File: src/rtl/adder_pipe.sv
// Pipelined add/subtract unit: one SEG-wide carry segment resolved per stage,
// valid/ready flow control with a global stall on downstream backpressure.
module adder_pipe #(
    parameter int WIDTH  = 64,
    parameter int STAGES = 4
) (
    input  logic             clk,
    input  logic             rst,
    input  logic             in_valid,
    output logic             in_ready,
    input  logic [WIDTH-1:0] a_in,
    input  logic [WIDTH-1:0] b_in,
    input  logic             carry_in,
    input  logic             sub_in,
    output logic             out_valid,
    input  logic             out_ready,
    output logic [WIDTH-1:0] sum_out,
    output logic             carry_out,
    output logic             overflow_out
);

    localparam int SEG  = WIDTH / STAGES;
    localparam int LAST = STAGES - 1;

    logic             advance;
    logic             accept;
    logic [WIDTH-1:0] b_eff;
    logic             c_eff;

    logic             vld_q [STAGES];
    logic [WIDTH-1:0] dat_q [STAGES];
    logic [WIDTH-1:0] opb_q [STAGES];
    logic             cry_q [STAGES];
    logic             am_q  [STAGES];
    logic             bm_q  [STAGES];

    logic             src_v  [STAGES];
    logic [WIDTH-1:0] src_d  [STAGES];
    logic [WIDTH-1:0] src_b  [STAGES];
    logic             src_c  [STAGES];
    logic             src_am [STAGES];
    logic             src_bm [STAGES];
    logic [SEG:0]     seg_sum [STAGES];
    logic [WIDTH-1:0] nxt_d  [STAGES];

    assign b_eff    = b_in ^ {WIDTH{sub_in}};
    assign c_eff    = carry_in ^ sub_in;
    assign advance  = !out_valid || out_ready;
    assign in_ready = advance && !rst;
    assign accept   = in_valid && in_ready;

    // dat carries finished sum bits below the active segment and A above it
    always_comb begin
        src_v[0]  = accept;
        src_d[0]  = a_in;
        src_b[0]  = b_eff;
        src_c[0]  = c_eff;
        src_am[0] = a_in[WIDTH-1];
        src_bm[0] = b_eff[WIDTH-1];
        for (int k = 1; k < STAGES; k++) begin
            src_v[k]  = vld_q[k-1];
            src_d[k]  = dat_q[k-1];
            src_b[k]  = opb_q[k-1];
            src_c[k]  = cry_q[k-1];
            src_am[k] = am_q[k-1];
            src_bm[k] = bm_q[k-1];
        end
        for (int k = 0; k < STAGES; k++) begin
            seg_sum[k] = {1'b0, src_d[k][k*SEG +: SEG]}
                       + {1'b0, src_b[k][k*SEG +: SEG]}
                       + {{SEG{1'b0}}, src_c[k]};
            nxt_d[k] = src_d[k];
            nxt_d[k][k*SEG +: SEG] = seg_sum[k][SEG-1:0];
        end
    end

    // Bubbles only clear the valid bit so that data (and outputs) stay put
    always_ff @(posedge clk) begin
        if (rst) begin
            for (int k = 0; k < STAGES; k++) begin
                vld_q[k] <= 1'b0;
                dat_q[k] <= '0;
                opb_q[k] <= '0;
                cry_q[k] <= 1'b0;
                am_q[k]  <= 1'b0;
                bm_q[k]  <= 1'b0;
            end
        end else if (advance) begin
            for (int k = 0; k < STAGES; k++) begin
                vld_q[k] <= src_v[k];
                if (src_v[k]) begin
                    dat_q[k] <= nxt_d[k];
                    opb_q[k] <= src_b[k];
                    cry_q[k] <= seg_sum[k][SEG];
                    am_q[k]  <= src_am[k];
                    bm_q[k]  <= src_bm[k];
                end
            end
        end
    end

    assign out_valid    = vld_q[LAST];
    assign sum_out      = dat_q[LAST];
    assign carry_out    = cry_q[LAST];
    assign overflow_out = (am_q[LAST] == bm_q[LAST])
                       && (dat_q[LAST][WIDTH-1] != am_q[LAST]);

endmodule

File: config.mk
export PLATFORM = sky130hd
export DESIGN_NAME = adder_pipe
export DESIGN_NICKNAME = d
export VERILOG_FILES = /design/src/rtl/adder_pipe.sv
export SDC_FILE = /design/constraint.sdc
export NUM_CORES = 1
export LEC_CHECK = 0
export ABC_AREA = 1
export CAP_MARGIN = 10
export CORE_AREA = 2 2 215 217
export CTS_BUF_LIST = sky130_fd_sc_hd__clkbuf_4 sky130_fd_sc_hd__clkbuf_8 sky130_fd_sc_hd__clkbuf_16
export CTS_CLUSTER_DIAMETER = 200
export CTS_CLUSTER_SIZE = 24
export DETAILED_ROUTE_END_ITERATION = 7
export DIE_AREA = 0 0 217 219
export HOLD_SLACK_MARGIN = 0.06
export PLACE_DENSITY_LB_ADDON = 0.08
export SETUP_SLACK_MARGIN = 0.4
export SYNTH_ARGS = -nofsm -noshare
export SYNTH_HDL_FRONTEND = slang
export SYNTH_SLANG_ARGS = --single-unit
export TNS_END_PERCENT = 5
File: constraint.sdc
create_clock -name clk -period 7.1 [get_ports clk]
set_input_delay 1.065 -clock clk [delete_from_list [all_inputs] [get_ports clk]]
set_output_delay 1.065 -clock clk [all_outputs]
set_load 0.01 [all_outputs]
# Word level (Yosys, flattened, before mapping)
# Memory sizes are Yosys's and may differ from the RTL's.
# Cells that the tools add are included.
# word_totals
latchBits	0
mem_bits_rw	528
rom_bits	0
regBits	0
memories	6
inputBits	134
# mem_list
memory	depth	width	rd	rd_ports_with_merged_regs	wr	line	rtl
dat_q	4	64	4	0	4	31	logic [WIDTH-1:0] dat_q [STAGES];
opb_q	4	64	3	0	4	32	logic [WIDTH-1:0] opb_q [STAGES];
am_q	4	1	4	0	4	34	logic am_q [STAGES];
bm_q	4	1	4	0	4	35	logic bm_q [STAGES];
cry_q	4	1	4	0	4	33	logic cry_q [STAGES];
vld_q	4	1	4	0	4	30	logic vld_q [STAGES];
# classes
multipliers	0
n_lt_le_gt_ge	0
n_addsub	8
shift	0
bitwise	26
div_mod_pow	0
eq_ne	2
n_reduce_logical	6
mux	45
# ops
operator	n
2-to-1 mux 64 bit	8
adder 16 x 16 -> 17 bit	4
adder 17 x 1 -> 17 bit	4
XOR 64 bit	1
2-to-1 mux 1 bit	37
OR 1 bit	24
logical AND 1 bit	3
zero test 1 bit	2
equality test 1 bit	1
logical OR 1 bit	1
inequality test 1 bit	1
XOR 1 bit	1

# Logic depth before layout (Yosys ltp)
# logic_depth
word_depth	9
depth_mapped	14

# Least setup slack after synthesis
# No wires, ideal clock.
# synth_timing
path_type	input to register
startpoint	in out_ready
endpoint	mem am_q[3], enable pin
arrival_ns	5.829
t_required_ns	6.515
stages	2
path_buffers	0
setup_slack_ns	0.686
path_cell_list	nor2_2 > o21ai_0
# synth_rtl
element	line	rtl
start, declared	16	input logic out_ready,
end, declared	34	

# Worst setup path after layout
# layout_timing
startpoint	in rst
endpoint	out in_ready
# layout_between
elab_chain_cells	2
# layout_rtl
element	line	rtl
start, declared	8	input logic rst,
zero test 1 bit	49	assign in_ready = advance && !rst;
logical AND 1 bit	49	
end, declared	10	output logic in_ready,
# No other way between the ends.

==> metrics.txt <==
CP most frequent cell clkdlybuf4s50_1; wire per inst 13.2 um; FF-to-FF End dat_q[1][31]; Synth area leaders edfxtp_1, inv_1, nor2_1; post-synthesis instance total 1851; vias in the first global route 10800; diode count 0; crit-path max FO 5; Yosys warning total 0; initial antenna violation count 0; worst path bufs/invs 2; CTS Root Buffer Type clkbuf_16; Worst path max stage delay 0.60 ns; TNS Setup 0 ns; syn nets 2053; Max Slew Vio Count 0; Final Setup Violations 0; vias per cell 4.33; EDFF count, synth 362; startpoint types primary input; Clock Sinks 362; CP required 6.03 ns; count leader, synth inv_1; Max Root-Sink Buffers 3; power density over the cells roughly 210 nW/um2; worst skew pair latency 0.53 ns; num ports 202; #FFs+latches synth 362; Initial Util about two fifths; CTS resizes 0; GRT Total Usage 14.7%; worst setup path endpoint in_ready; Clock Skews 0.0235 ns; RR Startpoint vld_q[3]; antenna violation net count after detailed routing 0; final net count 2241; cts hold-fix bufs 0; DR iter-0 viols 560; Hold Fails Final Rpt 0; largest net degree at the start of global routing 71; CTS tree yes; critical path arrival ~2.6 ns; Critical-path top delay cell clkdlybuf4s50_1; Post-CTS Setup Bufs 0; syn_area_per_cell 9.63 um2; Worst path top cell family by delay buffers and inverters; Layout area overhead 17.5%; fin crit period 3.63 ns; final hold slack about 0.52 ns; Die ar. 47500 um2; met1 GRT Util 19.0%; first-pass detailed-route iteration total 5; CP Class primary input to output pin; final WL 34900 um; Worst-Margin Slew approximately 1 ns; Hold Path Class flip-flop to flip-flop; Worst Setup SP rst; H-tree depth 1; # DRC 0; vias post-DR approximately 11000; status completed; cell depth of the worst setup path 3; DIE WIDTH 217 um; fill count 4281; total CTS buffers 19; Port Buffers approximately 200; Async SR Flop Fraction 0%; maxcap violations 0; Lkg Pwr 9.26 nW; Placed Cells 2618; most used flip-flop cell after synthesis edfxtp_1; Slew HR 31.5%; dpl hpwl between 20000 and 25000 um; RSZ-0062 raised after global routing false; Post-Syn Area around 18000 um2; GR met2 Demand/Resource 26.2%; Synth cell types 30; first-pass GRT wire length 55200 um; Congestion Overflow GR 0; critical-path cell list clkdlybuf4s50_1, nor2_4, clkdlybuf4s50_1; commonest cells in the netlist inv_1, nor2_1, edfxtp_1; Fmax 275 MHz; R2R Setup Slk 4.51 ns; Finished Layout Cells 2639; Yosys top cell area share about three fifths; Die Height 219 um; register area share after synthesis 61.0%; CORE AREA 45100 um2; layout cell share with drive strength beyond 1 2.31%; grt met3 use 1.87%; Crit. End Element output pin; Yosys top cell by area edfxtp_1; # rows 78; global placement routability congestion 0.829; Reg clk slew, reported paths 0.09 ns; Final Cycle Share 51.2%; GRT Max-Usage Layer met2; worst vdd ir 0.118 mV; R2R depth 5
## cell type report
class / count / area, um2 / area share, %
clock buffer: 19 / 475 / 2.27
inverter: 428 / 1610 / 7.66
tap: 600 / 751 / 3.58
clock inverter: 2 / 38.8 / 0.185
multi-input combinational: 1018 / 5140 / 24.5
sequential: 362 / 10900 / 51.9
timing repair buffer: 210 / 2080 / 9.91
## metal layers
layer  share of wire (%)  wire [um]
met4                 1.8        625
met2                  49      17100
met5                   0          0
met3                 4.1       1420
met1                  45      15800
## cell families after synthesis
family	synth area share (%)
AND/OR/NAND/NOR	17.3
buffers and inverters	10.5
flip-flops	61.0
AO/OA/AOI/OAI	2.99
adder cells (fa/ha/maj)	5.11
XOR/XNOR	3.19
## layout by cell type (no fill, tap or decap), types with 5 or more instances in the layout
master             n
a21oi_1           72
and2_1             6
buf_4             10
clkbuf_16         19
clkdlybuf4s50_1  200
edfxtp_1         362
fa_1               8
ha_1              60
inv_1            423
inv_2              5
nand2_1          322
nand3_1           37
nand3b_1           5
nor2_1           382
nor3_1            13
o21ai_0           17
o21ai_1            6
xnor2_1           48
xor2_1            17
## state kept, by name, summed over array words and instances (netlist names)
signal / flops
bm_q: 4
opb_q: 93
am_q: 2
vld_q: 4
cry_q: 4
dat_q: 255
## stage by stage
step / setup WS (ns) / cell area (um2) / total power, mW / utilization (%)
4_1_cts: 3.49 / 21000 / 4.46 / 46.5
6_report: 3.47 / 21000 / 4.40 / 46.5
5_1_grt: 3.45 / 21000 / 4.63 / 46.5
2_1_floorplan: 0.686 / 17800 / 3.06 / -
3_5_place_dp: 3.14 / 20400 / 3.31 / 45.3
3_3_place_gp: 3.18 / 20400 / 3.31 / 45.3
## worst min path at each step
stage | startpoint | end | cells after the start
2_1_floorplan | dat_q[1][53] | dat_q[2][53] | 2
3_3_place_gp | dat_q[2][14] | dat_q[3][14] | 2
3_5_place_dp | dat_q[1][18] | dat_q[2][18] | 2
4_1_cts | dat_q[0][5] | dat_q[1][5] | 2
5_1_grt | dat_q[0][4] | dat_q[1][4] | 2
6_report | dat_q[0][4] | dat_q[1][4] | 2
## power breakdown
part | switching, mW | leakage (nW) | internal [mW]
registers | 0.0467 | 3.83 | 2.52
logic | 0.408 | 5.18 | 0.272
clock network | 0.657 | 0.250 | 0.493
total | 1.11 | 9.26 | 3.29
## worst register-to-register path, cell delays in order, from the launching register on
cell and delay (ns):
edfxtp_1 0.46, inv_1 0.10, nor2_2 0.08, nand2_1 0.24, o21a_4 0.57, buf_4 0.75
(Power assumes the default switching activity.)
